===== src/rtl/cloud_layer.sv =====
// Background cloud renderer: NUM_CLOUDS scrolling sprite channels sharing one
// 1-bpp bitmap, with a registered per-pixel cloud mask for the colour mux.
module cloud_layer #(
   parameter int NUM_CLOUDS = 3,
   parameter int SCREEN_W   = 800,
   parameter int SPR_W      = 100,
   parameter int SPR_H      = 18,
   parameter int BASE_H     = 100,
   parameter int HSTEP      = 4,
   parameter int WAIT_MIN   = 16,
   parameter int WAIT_STEP  = 8
) (
   input  logic                  lcd_pclk,
   input  logic                  rst_n,
   input  logic                  frame_tick,
   input  logic                  clear,
   input  logic                  is_living,
   input  logic [3:0]            move_rate,
   input  logic [4:0]            random_five,
   input  logic [10:0]           pixel_xpos,
   input  logic [10:0]           pixel_ypos,
   output logic                  cloud_draw,
   output logic [NUM_CLOUDS-1:0] active_mask
);

   localparam int OFF_W = $clog2(SCREEN_W + SPR_W + 16);
   localparam int WC_W  = $clog2(WAIT_MIN + 31 * WAIT_STEP + 1);
   localparam int H_W   = $clog2(31 * HSTEP + 1);
   localparam int CW    = 16;
   localparam int ROM_N = SPR_W * SPR_H;
   localparam int IDX_W = $clog2(ROM_N);

   localparam logic [OFF_W-1:0]     OFF_END = OFF_W'(SCREEN_W + SPR_W);
   localparam logic [10:0]          X_END   = 11'(SCREEN_W);
   localparam logic signed [CW-1:0] TOP0    = CW'(BASE_H - SPR_H + 1);
   localparam logic signed [CW-1:0] SW_S    = CW'(SCREEN_W);
   localparam logic signed [CW-1:0] SPW_S   = CW'(SPR_W);
   localparam logic signed [CW-1:0] SPH_S   = CW'(SPR_H);

   typedef enum logic [1:0] {
      IDLE,
      WAIT,
      SCROLL
   } state_e;

   state_e                st_q  [NUM_CLOUDS];
   logic [OFF_W-1:0]      off_q [NUM_CLOUDS];
   logic [WC_W-1:0]       wc_q  [NUM_CLOUDS];
   logic [H_W-1:0]        hgt_q [NUM_CLOUDS];
   logic [NUM_CLOUDS-1:0] acc_q;

   logic [4:0]            sum_d [NUM_CLOUDS];
   logic [OFF_W-1:0]      off_d [NUM_CLOUDS];
   logic signed [CW-1:0]  dx    [NUM_CLOUDS];
   logic signed [CW-1:0]  dy    [NUM_CLOUDS];
   logic [IDX_W-1:0]      idx   [NUM_CLOUDS];
   logic [NUM_CLOUDS-1:0] spawn_oh;
   logic [NUM_CLOUDS-1:0] hit;
   logic [WC_W-1:0]       spawn_wc;
   logic [H_W-1:0]        spawn_h;
   logic [ROM_N-1:0]      rom_flat;
   logic                  upd;

   // Asymmetric puffy outline (left edge tapers faster) with a stippled texture.
   function automatic logic rom_bit(input int r, input int c);
      int mid;
      int lo;
      int hi;
      mid = SPR_H / 2;
      lo  = (r < mid) ? (mid - r) * 5 : 0;
      hi  = (r < mid) ? SPR_W - 1 - (mid - r) * 3 : SPR_W - 1;
      return (c >= lo) && (c <= hi) && (((c + 2 * r) % 11) != 0);
   endfunction

   for (genvar r = 0; r < SPR_H; r++) begin : g_row
      for (genvar c = 0; c < SPR_W; c++) begin : g_col
         assign rom_flat[r*SPR_W+c] = rom_bit(r, c);
      end
   end

   assign upd      = frame_tick & is_living;
   assign spawn_wc = WC_W'(WAIT_MIN) + WC_W'(random_five) * WC_W'(WAIT_STEP);
   assign spawn_h  = H_W'({random_five[0], random_five[1], random_five[2],
                           random_five[3], random_five[4]}) * H_W'(HSTEP);

   always_comb begin
      spawn_oh = '0;
      for (int i = 0; i < NUM_CLOUDS; i++) begin
         if (st_q[i] == IDLE && spawn_oh == '0) spawn_oh[i] = 1'b1;
      end
   end

   always_comb begin
      for (int i = 0; i < NUM_CLOUDS; i++) begin
         sum_d[i] = 5'(acc_q[i]) + 5'(move_rate);
         off_d[i] = off_q[i] + OFF_W'(sum_d[i][4:1]);
         dx[i]    = $signed(CW'(pixel_xpos)) + $signed(CW'(off_q[i])) - SW_S;
         dy[i]    = $signed(CW'(pixel_ypos)) - TOP0 - $signed(CW'(hgt_q[i]));
         idx[i]   = IDX_W'(dy[i] * SPW_S + dx[i]);
         hit[i]   = (st_q[i] == SCROLL) && (pixel_xpos < X_END)
                    && !dx[i][CW-1] && (dx[i] < SPW_S)
                    && !dy[i][CW-1] && (dy[i] < SPH_S)
                    && rom_flat[idx[i]];
      end
   end

   always_ff @(posedge lcd_pclk or negedge rst_n) begin
      if (!rst_n) begin
         for (int i = 0; i < NUM_CLOUDS; i++) begin
            st_q[i]  <= IDLE;
            off_q[i] <= '0;
            wc_q[i]  <= '0;
            hgt_q[i] <= '0;
         end
         acc_q       <= '0;
         active_mask <= '0;
         cloud_draw  <= 1'b0;
      end else begin
         cloud_draw <= ~clear & (|hit);
         if (clear) begin
            for (int i = 0; i < NUM_CLOUDS; i++) begin
               st_q[i]  <= IDLE;
               off_q[i] <= '0;
               wc_q[i]  <= '0;
               hgt_q[i] <= '0;
            end
            acc_q       <= '0;
            active_mask <= '0;
         end else if (upd) begin
            for (int i = 0; i < NUM_CLOUDS; i++) begin
               unique case (st_q[i])
                  IDLE: begin
                     if (spawn_oh[i]) begin
                        st_q[i]  <= WAIT;
                        wc_q[i]  <= spawn_wc;
                        hgt_q[i] <= spawn_h;
                     end
                  end
                  WAIT: begin
                     if (wc_q[i] == '0) begin
                        st_q[i]        <= SCROLL;
                        off_q[i]       <= '0;
                        acc_q[i]       <= 1'b0;
                        active_mask[i] <= 1'b1;
                     end else begin
                        wc_q[i] <= wc_q[i] - WC_W'(1);
                     end
                  end
                  SCROLL: begin
                     if (off_d[i] >= OFF_END) begin
                        st_q[i]        <= IDLE;
                        off_q[i]       <= '0;
                        acc_q[i]       <= 1'b0;
                        active_mask[i] <= 1'b0;
                     end else begin
                        off_q[i] <= off_d[i];
                        acc_q[i] <= sum_d[i][0];
                     end
                  end
                  default: begin
                     st_q[i]        <= IDLE;
                     active_mask[i] <= 1'b0;
                  end
               endcase
            end
         end
      end
   end

endmodule

===== config.mk =====
export PLATFORM = sky130hd
export DESIGN_NAME = cloud_layer
export DESIGN_NICKNAME = d
export VERILOG_FILES = /design/src/rtl/cloud_layer.sv
export SDC_FILE = /design/constraint.sdc
export NUM_CORES = 1
export LEC_CHECK = 0
export BUFFER_PORTS_ARGS = -buffer_cell sky130_fd_sc_hd__buf_2
export CAP_MARGIN = 40
export CORE_ASPECT_RATIO = 0.9
export CORE_MARGIN = 5
export CORE_UTILIZATION = 25
export DETAILED_ROUTE_END_ITERATION = 10
export MAX_ROUTING_LAYER = met4
export SYNTH_ARGS = -nofsm -noshare
export SYNTH_HDL_FRONTEND = slang
export SYNTH_SLANG_ARGS = --single-unit

===== constraint.sdc =====
create_clock -name lcd_pclk -period 5.62 [get_ports lcd_pclk]
set_clock_uncertainty 0.2 [all_clocks]
set_input_delay 1.124 -clock lcd_pclk [delete_from_list [all_inputs] [get_ports lcd_pclk]]
set_output_delay 1.124 -clock lcd_pclk [all_outputs]
set_load 0.01 [all_outputs]

* After elaboration in Yosys (flattened, before gate mapping)
Memories as Yosys holds them, arrays and structs flattened. Cells that the tools add are included.
Storage, ports and cells: bits in registers 91, memory bits (read-only) 6144, input bits 36, output and inout port bits 4, logic and storage cells 220, memories kept 3
Memory list:
- (no name shown) | depth 2048, bits a word 1, read ports 1, clocked after memory_dff 0, wr ports 0, line 103 | && rom_flat[idx[i]];
- (no name shown) | depth 2048, bits a word 1, read ports 1, clocked after memory_dff 0, wr ports 0, line 103
- (no name shown) | depth 2048, bits a word 1, read ports 1, clocked after memory_dff 0, wr ports 0, line 103
Operators by class: add/subtract/negate cells 23, $mul 3, order comparisons 13, equal/unequal tests 21, mux-type cells 72, bitwise operators 4, reduce and logical (&&, ||, !) cells 62
Operators with widths (count):
- $mux W10 | 6
- $mux W30 | 2
- $pmux W10 S2 | 3
- $mux W27 | 2
- $mux W9 | 6
- $pmux W9 S2 | 3
- $mux W21 | 2
- $mux W7 | 6
- $lt A13 B6 Y1 const B | 3
- $lt A13 B8 Y1 const B | 3
- $mul A13 B6 Y9 const B | 3
- $sub A12 B10 Y13 const B | 3
- $sub A12 B8 Y13 | 3
- $add A11 B10 Y12 | 3
- $lt A11 B12 Y1 const B | 3
- $reduce_and A4 Y1 | 9
- $add A11 B11 Y11 | 3
- $add A10 B4 Y10 | 3
- $ge A10 B10 Y1 const B | 3
- $logic_not A9 Y1 | 3
- $ne A3 B3 Y1 const B | 9
- $sub A9 B1 Y9 const B | 3
- $logic_and A1 B1 Y1 | 20
- $mux W1 | 18
- 22 further kinds | 76

* Depth between registers and ports, before layout
Gate-level depths: netlist (run 1).
depth in word-level cells 12, mapped depth 24, mapped depth without buffers 23

* Least setup slack after synthesis (run 1)
OpenSTA, ideal clock, no wires.
kind input to register, from in pixel_ypos[0], to reg cloud_draw, setup time 104 ps, data arrival time 5862 ps, data required time 5316 ps, slack -546 ps, cell stages on the path 23, path through ha_1 > o31a_1 > nor2_1 > ha_1 > o21ai_0 > nand2b_1 > xor2_1 > inv_1 > fa_1 > inv_1 > ha_1 > ha_1 > fa_1 > ha_1 > o21a_1 > a221o_1 > clkbuf_1 > nor4b_1 > a21oi_1 > nand4_1 > a21oi_1 > a211o_1 > o311ai_1
On the way: cells in the longest elaborated chain, start to end 9, elaborated cells between the ends (all ways) 33, those cells by class add/sub: 7; mul: 3; order compare: 3; mux: 3; bitwise: 1; reduce/logical: 13; memory: 3
Ends and longest elaborated chain:
- start, declared | line 21 | input logic [10:0] pixel_ypos,
- $sub A11 B7 Y12 (*) | line 98 | dy[i] = $signed(CW'(pixel_ypos)) - TOP0 - $signed(CW'(hgt_q[i]));
- $sub A12 B8 Y13 | line 98
- $mul A13 B6 Y9 | line 99 | idx[i] = IDX_W'(dy[i] * SPW_S + dx[i]);
- $add A11 B11 Y11 | line 99
- $mem_v2 Z2048 W1
- $mux W1 (implied by the code) | line 103
- $logic_and A1 B1 Y1 | line 103
- $reduce_or A3 Y1 (*) | line 119 | cloud_draw <= ~clear & (|hit);
- $and A1 B1 Y1 (*) | line 119
- end signal, assigned | line 119
- end, declared | line 22 | output logic cloud_draw,
Mark *: on every way between the ends. The rest lies on a longest branch, timed or not. The select of a mux whose other input is x is not followed. A chain may end at the register's enable or synchronous reset.

* Worst setup path in the final report (run 1)
from in pixel_ypos[2], to reg cloud_draw
Same word-level chain as after synthesis.

==> impl_metrics.ini, run 1 <==
[status]
status = complete, but fails checks
violations = negative setup slack

[sta]
finalSetupViolations = 1
worst_slew_pin_slew_ps = 835.7
hold_viol = 0
postLayoutSetupSlackWorst_ps = -209.1
timing.final.crit_period_ps = 5829
period_share_pct = 103.7
slew-limit-headroom_pct = 43.88
slew_viol_final = 0
fmax_mhz = 171.6
rsz0062_at_grt = yes

[worst_setup_path]
arrival_ps = 5870
critPathLaunchType = input port
worst-r2r-cell-count = 22
cp_data_required_time_ps = 5660
worst_setup_path_end_kind = flop
worstSetupPathType = input port to flop
path_max_fanout = 6

[global_route]
grt_max_degree = 54
antenna_found_initial = 2
grt_overflow = 0
grt.total_usage_pct = 15.55
grt_pass1_vias = 14080
grt_pass1_wl_um = 75440

[floorplanning]
start_util_pct = 25.28
rows = 81
io_pins = 40
dieArea_um2 = 59840
die_h_um = 232.6
dieWidth_um = 257.3
coreArea_um2 = 54420

[detailed_routing]
wl_per_cell_um = 16.66
wirelength_um = 46200
ant_nets = 0
drt_iter0_markers = 1192
num_vias = 14550
drtPass1Iterations = 5
via_per_inst = 5.246
drc = 0

[cts]
cts_htree_levels = 3
cts_root_buf = clkbuf_16
numCtsBuffers = 9
clock_sinks = 85
clock_latency_ps = 360
clk_pin_slew_ps = 70
cts_tree = done
cts_max_path_buffers = 2

[place]
dp_hpwl_um = 37640
portBuffers = 39
place_congestion = 0.9325
dpl_cell_area_um2 = 16610

[finish]
final_nets = 2306
layout-drive-gt1-share_pct = 19.49
multiInputGateArea_um2 = 10920
seq_area_um2 = 2127
area_growth_pct = 24.56
fin_area_um2 = 17140
fillers = 5725

[logic_synthesis]
synth_top_area_share_pct = 16.82
synthMostInstantiatedCell = ha_1
synth_commonest_cells = ha_1, nor2_1, inv_1, nand2_1, a21oi_1
netlist_area_um2 = 13760
yosys-top-cells-area = ha_1, dfrtp_1, a21oi_1, o21ai_0, xnor2_1
async_reset_ff_share_pct = 100.0
syn_inst = 1833
synth-edff-count = 0
synth_cell_type_count = 89
ys_seq_elements = 85
synth_ff_type = dfrtp_1
synth_area_per_cell_um2 = 7.507
yosys_warnings = 0
seq_area_frac_synth_pct = 15.46
syn_nets = 2076
synth_top_cell_by_area = ha_1

[worst_hold_path]
worstHoldPathType = flop to flop
hold_depth = 2

[flow_run]
cap_violations = 0

[pwr]
vdd_drop_max_mv = 0.2352
fin_total_pwr_mw = 6.459
p_leak_nw = 7.777
p_per_area_nw_per_um2 = 376.9
-- cells in the final DEF (no fill, tap or decap), types with 13 or more instances in the layout --
cell type,instances
o211ai_1,19
nand2b_1,38
buf_4,266
nor2b_1,27
nand2_1,145
or2_2,18
and3_1,14
mux2i_1,19
nand4_1,14
inv_1,147
buf_2,37
a21oi_1,139
ha_1,177
nor4_1,21
nor3_1,57
a21o_1,30
a31oi_1,32
dfrtp_1,85
fa_1,22
nor2_1,150
or3_1,15
o21a_1,13
o31ai_1,20
xor2_1,27
nand3_1,39
a211oi_1,27
o21ai_0,127
xnor2_1,64
-- path summary, 6_finish.rpt --
kind / start / to / slack, ps
max in group asynchronous: rst_n / acc_q[1] / 3660
worst min register to register: acc_q[1] / acc_q[1] / 280
worst max register to register: hgt_q[10] / cloud_draw / 590
worst max-delay path: pixel_ypos[2] / cloud_draw / -210
min in group asynchronous: rst_n / wc_q[10] / 540
worst min-delay path: acc_q[1] / acc_q[1] / 280
-- sequential cells by signal, indices dropped and copies added, names as in the netlist --
name / flops
wc_q: 27
active_mask: 3
hgt_q: 15
off_q: 30
st_q: 6
acc_q: 3
cloud_draw: 1
-- worst max-delay path: stages --
cell and delay, ps:
buf_4 130, buf_4 150, xor2_4 200, buf_4 150
ha_1 200, fa_1 550, inv_1 80, ha_1 270
inv_1 60, fa_1 500, inv_1 40, ha_1 330
fa_1 600, ha_4 230, xor2_2 210, or3_1 370
o311ai_1 80, mux2i_1 100, and2_1 190, o311ai_1 300
-- report_power, final --
part | internal (mW) | switching (mW) | total [mW] | leakage [nW]
registers | 0.629 | 0.0210 | 0.650 | 1.17
logic | 2.49 | 2.69 | 5.17 | 6.45
clock network | 0.374 | 0.263 | 0.636 | 0.157
-- layout make-up --
class / instances / share of cell area (%)
multi-input cells: 1506 / 63.71
repair buffers: 312 / 13.60
flip-flops and latches: 85 / 12.41
well taps: 705 / 5.147
inverters: 149 / 3.263
clock buffers: 11 / 1.475
clock inverters: 5 / 0.3796
diodes: 1 / 0.01460
-- cell families after synthesis --
logic type | synth area share [%]
and+or+nand+nor | 21.87
AOI/OAI and AO/OA | 27.35
DFF | 15.46
muxes | 1.955
adders and majority gates | 20.02
xor gates and xnor gates | 6.647
buffers and inverters | 6.693
-- through the flow --
step                      TNS, ps  util (%)  hold slack [ps]  instances  worst slack, ps
after floorplan            -196.8         -            253.8       1833           -196.8
after global placement     -781.6     30.46            267.8       2747           -781.6
after detailed placement   -843.0     30.51            275.0       2751           -843.0
after CTS                  -208.7     31.43            289.3       2772           -208.7
after global routing       -416.2     31.49            327.1       2774           -416.2
final                      -209.1     31.49            282.0       2774           -209.1
-- per-layer routing --
layer | vias up | global-route usage [%] | share of wire [%]
met5 | - | - | 0
met4 | 0 | 2.302 | 0.97
met3 | 35 | 1.421 | 5.7
met2 | 461 | 23.68 | 44
met1 | 6915 | 22.94 | 50
li1 | 7142 | - | -
-- timing repair --
item | in CTS | in global routing
pin swaps | 19 | 3
setup endpoints to repair | 1 | 1
hold buffers | 0 | 0
cloned | 1 | 0
buffers inserted | 4 | 1
gates resized for setup | 23 | 5
Note: power is estimated with default switching activity, not from simulation.
==> run 2, diff against run 1 <==
--- a/config.mk
+++ b/config.mk
@@ -9,8 +9,9 @@
 export CAP_MARGIN = 40
 export CORE_ASPECT_RATIO = 0.9
 export CORE_MARGIN = 5
-export CORE_UTILIZATION = 25
+export CORE_UTILIZATION = 40
 export DETAILED_ROUTE_END_ITERATION = 10
+export GPL_TIMING_DRIVEN = 0
 export MAX_ROUTING_LAYER = met4
 export SYNTH_ARGS = -nofsm -noshare
 export SYNTH_HDL_FRONTEND = slang
==> run 2 against run 1 <==
  * The run still ends with negative setup slack left
  * Sequential cell count is the same
  * First-iteration DRC count decreased by 5.4%
  * Combinational power shrank 7.5%
  * Cell count is 14% lower
  * Largest cell class unchanged
  * Highest routed layer unchanged
==> impl_metrics.ini, run 2 (synthesized netlist as in run 1, its figures left out) <==
[status]
status = complete, but fails checks
violations = negative setup slack

[detailed_routing]
via_per_inst = 5.964
num_vias = 14170
ant_nets = 0
drt_iter0_markers = 1128
drc = 0
wl_per_cell_um = 18.64
wirelength_um = 44270
drtPass1Iterations = 7

[sta]
slew-limit-headroom_pct = 45.58
worst_slew_pin_slew_ps = 808.9
fmax_mhz = 165.9
hold_viol = 0
finalSetupViolations = 1
rsz0062_at_grt = yes
slew_viol_final = 0
postLayoutSetupSlackWorst_ps = -406.3
worst_hold_slack_ps = 289.7
period_share_pct = 107.2
timing.final.crit_period_ps = 6026

[cts]
cts_tree = done
cts_root_buf = clkbuf_16
clock_sinks = 85
cts_htree_levels = 3
clock_latency_ps = 340
clk_pin_slew_ps = 70
cts_hold_buf = 0
numCtsBuffers = 9
cts_max_path_buffers = 2

[worst_setup_path]
path_max_fanout = 5
r2r-end = cloud_draw
cpPeakStageDelay_ps = 490
arrival_ps = 6010
worst_setup_path_end_kind = flop
slowest_stage = fa_1
crit_buf_inv = 4
cp_common_cell = ha_4
cp.depth = 25
cp_top_family = adder cells
cp-endpoint = cloud_draw
worst-r2r-cell-count = 19
worstSetupPathType = input port to flop
reg2reg_slack_ps = 240
cp_data_required_time_ps = 5610
critPathLaunchType = input port
crit_path_start = pixel_ypos[0]
r2r_start = off_q[11]

[floorplanning]
start_util_pct = 40.53
dieArea_um2 = 38210
coreArea_um2 = 33950
dieWidth_um = 205.5
io_pins = 40
rows = 64
die_h_um = 186.0

[finish]
regMostFlops = off_q
fin_area_um2 = 15610
largestRegisters = off_q: 30 flops, wc_q: 27 flops, hgt_q: 15 flops
layout_common_cells = ha_1, nor2_1, inv_1, nand2_1, a21oi_1
final_nets = 2151
diodes = 0
area_growth_pct = 13.47
largest_reg_flops = 30
fillers = 3399
layout-drive-gt1-share_pct = 10.45
mostFrequentLayoutCell = ha_1

[global_route]
grt_max_degree = 47
antenna_found_initial = 0
grt_overflow = 0
grt_pass1_vias = 13200
grt_pass1_wl_um = 70460
grt.total_usage_pct = 23.22

[pwr]
vdd_drop_max_mv = 0.2313
p_per_area_nw_per_um2 = 386.6
p_leak_nw = 6.759

[place]
dp_hpwl_um = 34590
portBuffers = 36
place_congestion = 0.9868
dpl_cell_area_um2 = 14630

[worst_hold_path]
worstHoldPathType = flop to flop

[flow_run]
cap_violations = 0
run 2: worst min-delay path by stage:
stage | startpoint | end | cells after the start
global placement | acc_q[2] | acc_q[2] | 2
finish | acc_q[1] | acc_q[1] | 2
floorplan | acc_q[1] | acc_q[1] | 2
global route | acc_q[0] | acc_q[0] | 1
CTS | acc_q[1] | acc_q[1] | 2
detailed placement | acc_q[1] | acc_q[1] | 2
run 2: cell type report:
type                       instances  area [um^2]  share of cell area [%]
buffer                            93        377.9                   2.420
tap                              462        578.1                   3.703
clock buffer                       9        225.2                   1.443
sequential                        85         2127                   13.62
multi-input combinational       1506        11220                   71.87
clock inverter                     7        77.57                  0.4969
timing repair buffer              64        442.9                   2.837
inverter                         149        563.0                   3.606
run 2: per-layer routing:
metal | up-vias | part of all wire, % | GRT usage, %
met3 | 67 | 6.3 | 2.038
met2 | 545 | 47 | 38.22
met1 | 6707 | 45 | 31.33
li1 | 6846 | - | -
met5 | - | 0 | -
met4 | 0 | 2.0 | 5.117
run 2: power by group:
group	internal [mW]	switching, mW	leakage, nW
sequential	0.629	0.0175	1.17
combinational	2.02	2.75	5.44
clock	0.350	0.261	0.147
run 2: what timing repair did:
action                                  CTS  global route
gates cloned                              1             0
gates resized for setup                  45            42
endpoints found under the setup margin    1             1
setup buffers                            18             6
pin swaps                                23            25
run 2: tightest hold or removal path, stage by stage, from the launching register on:
cell	delay (ps)
dfrtp_1	340
nand2_1	40
o21ai_0	70
run 2: metrics by stage:
| step | worst slack, ps | instances | utilization, % | setup TNS [ps] | power, mW |
|---|---|---|---|---|---|
| 2_1_floorplan | -196.8 | 1833 | - | -196.8 | 3.811 |
| 3_3_place_gp | -1632 | 2331 | 42.95 | -1632 | 4.740 |
| 3_5_place_dp | -1575 | 2335 | 43.08 | -1575 | 4.737 |
| 4_1_cts | -453.5 | 2370 | 45.21 | -453.5 | 5.663 |
| 5_1_grt | -524.2 | 2375 | 45.98 | -524.2 | 6.484 |
| 6_report | -406.3 | 2375 | 45.98 | -406.3 | 6.036 |
==> run 3, diff against run 2 <==
--- a/config.mk
+++ b/config.mk
@@ -5,6 +5,7 @@
 export SDC_FILE = /design/constraint.sdc
 export NUM_CORES = 1
 export LEC_CHECK = 0
+export ABC_AREA = 1
 export BUFFER_PORTS_ARGS = -buffer_cell sky130_fd_sc_hd__buf_2
 export CAP_MARGIN = 40
 export CORE_ASPECT_RATIO = 0.9
==> run 3 against run 2 <==
  * First-iteration DRC count decreased by 27%
  * Worst hold slack got worse by 5.4 ps
  * Area after synthesis rose by 1.6%
  * Largest power group unchanged
  * Synthesized cell count grew 25%
  * Critical endpoint unchanged
  * Via count up 4.8%
  * The run now ends clean
  * Count of clock-buffer cells in the layout unchanged
  * Cell count up 20%
  * Power increased by 57%
==> impl_metrics.ini, run 3 <==
[sta]
slew_viol_final = 0
fin_tns_setup_ps = 0
worst_slew_pin_slew_ps = 825.2
worst_hold_slack_ps = 284.3
finalSetupViolations = 0
slew-limit-headroom_pct = 44.99
hold_viol = 0
rsz0062_at_grt = yes
fmax_mhz = 178.3
period_share_pct = 99.79
timing.final.crit_period_ps = 5608

[floorplanning]
dieWidth_um = 207.1
coreArea_um2 = 34810
die_h_um = 187.4
io_pins = 40
start_util_pct = 40.16
dieArea_um2 = 38790
rows = 65

[logic_synthesis]
synth_ff_type = dfrtp_1
synth_fa_ha_area_share_pct = 19.71
ys_seq_elements = 85
netlist_area_um2 = 13980
synth-edff-count = 0
synth-compound-area-share_pct = 10.72
synth-simple-area-share_pct = 38.36
async_reset_ff_share_pct = 100.0
yosys-top-cells-area = nand2_1, ha_1, dfrtp_1, nand3_1, inv_1
syn_inst = 2287
synthMostInstantiatedCell = nand2_1
yosys_warnings = 0
synth_cell_type_count = 52
seq_area_frac_synth_pct = 15.22
synth_xor_area_share_pct = 4.627
synthMuxAreaShare_pct = 0.08055
synth_top_area_share_pct = 20.33
synth_top_family_by_area = simple AND/OR/NAND/NOR gates
synth_commonest_cells = nand2_1, inv_1, nand3_1, ha_1, nor2_1
synth_area_per_cell_um2 = 6.113
synth_top_cell_by_area = nand2_1
syn_nets = 2530

[pwr]
vdd_drop_max_mv = 0.6787
p_per_area_nw_per_um2 = 595.7
p_leak_nw = 8.702

[flow_run]
cap_violations = 0

[cts]
cts_htree_levels = 3
clk_pin_slew_ps = 70
numCtsBuffers = 9
cts_root_buf = clkbuf_16
clock_latency_ps = 350
clock_sinks = 85
cts_tree = done
cts_hold_buf = 0
cts_max_path_buffers = 2

[worst_setup_path]
crit_buf_inv = 23
slowest_stage = nor3_1
r2r_start = hgt_q[2]
r2r-end = cloud_draw
cp_data_required_time_ps = 5700
arrival_ps = 5680
path_max_fanout = 4
worst-r2r-cell-count = 24
critPathLaunchType = input port
cp_top_family = buffers and inverters
cp_common_cell = buf_4
worst_setup_path_end_kind = flop
cpPeakStageDelay_ps = 200
reg2reg_slack_ps = 850
worstSetupPathType = input port to flop

[finish]
area_growth_pct = 13.74
final_nets = 2619
regMostFlops = off_q
largestRegisters = off_q: 30 flops, wc_q: 27 flops, hgt_q: 15 flops
utilization_pct = 45.68
layout-drive-gt1-share_pct = 11.42
diodes = 0
stdcell_count = 2850
mostFrequentLayoutCell = nand2_1
layout_common_cells = nand2_1, inv_1, nand3_1
largest_reg_flops = 30

[place]
portBuffers = 38
place_congestion = 0.9679
dp.cells = 2795
dp_hpwl_um = 33810

[worst_hold_path]
hold-path-endpoint = active_mask[0]
worstHoldPathType = flop to flop
hp-start = active_mask[0]
hold_depth = 2

[global_route]
grt_pass1_vias = 14260
grt_max_degree = 55
grt_overflow = 0
grt.total_usage_pct = 21.63
grt_pass1_wl_um = 69300
antenna_found_initial = 0

[detailed_routing]
drc = 0
via_per_inst = 5.207
ant_nets = 0
wl_per_cell_um = 14.64
wirelength_um = 41730
num_vias = 14840
drt_iter0_markers = 819
drtPass1Iterations = 5

[status]
status = finished, final reports clean
==> run 3: cells by family (layout without fill, tap and decap cells) <==
kind of cell | count (synthesis) | count (layout)
multiplexers | 1 | 1
AND/OR/NAND/NOR | 1265 | 1265
flip-flops | 85 | 85
AO/OA/AOI/OAI | 265 | 265
adder cells (fa/ha/maj) | 207 | 207
buffers and inverters | 391 | 485
XOR/XNOR | 73 | 73
==> run 3: where the power goes <==
group / switching [mW] / leakage, nW / internal, mW
registers: 0.0955 / 1.14 / 0.730
logic: 4.95 / 7.41 / 3.05
clock network: 0.290 / 0.150 / 0.355
==> run 3: tightest hold or removal path, delay by kind of cell (launching register included) <==
family	cells	cell delay, ps
flops	1	350
simple gates	2	100
==> run 3: worst max path at each step <==
stage | startpoint | endpoint | depth (start not counted) | slack, ps
CTS | pixel_ypos[0] | cloud_draw | 33 | -30
floorplan | pixel_ypos[0] | cloud_draw | 32 | 10
detailed placement | pixel_ypos[0] | cloud_draw | 26 | -900
finish | pixel_ypos[0] | cloud_draw | 39 | 10
global placement | pixel_ypos[0] | cloud_draw | 26 | -850
global route | pixel_ypos[0] | cloud_draw | 33 | -220
==> run 3: per-layer routing <==
layer	part of all wire [%]	vias up	GRT usage (%)
li1	-	7569	-
met1	48	6834	29.26
met2	46	366	35.26
met3	3.5	71	1.392
met4	2.4	0	6.026
met5	0	-	-
==> run 3: cell type report <==
cell class	instances	area, um^2
sequential	85	2127
clock inverter	7	86.33
fill	3674	18910
inverter	336	1267
timing repair buffer	78	535.5
multi-input combinational	1811	10760
clock buffer	9	225.2
tap	469	586.8
buffer	55	316.6
==> run 3: through the flow <==
step,worst slack (ps),total power [mW],cell area [um^2]
global route,-215.4,10.67,15900
global placement,-845.4,8.016,14840
floorplan,14.02,6.596,14060
finish,11.89,9.472,15900
detailed placement,-903.4,8.128,14870
CTS,-27.12,9.232,15770
==> run 3: what timing repair did <==
item / 4_1_cts / 5_1_grt
endpoints found under the setup margin: 1 / 1
gates resized for setup: 64 / 29
setup buffers: 38 / 1
pin swaps: 46 / 32
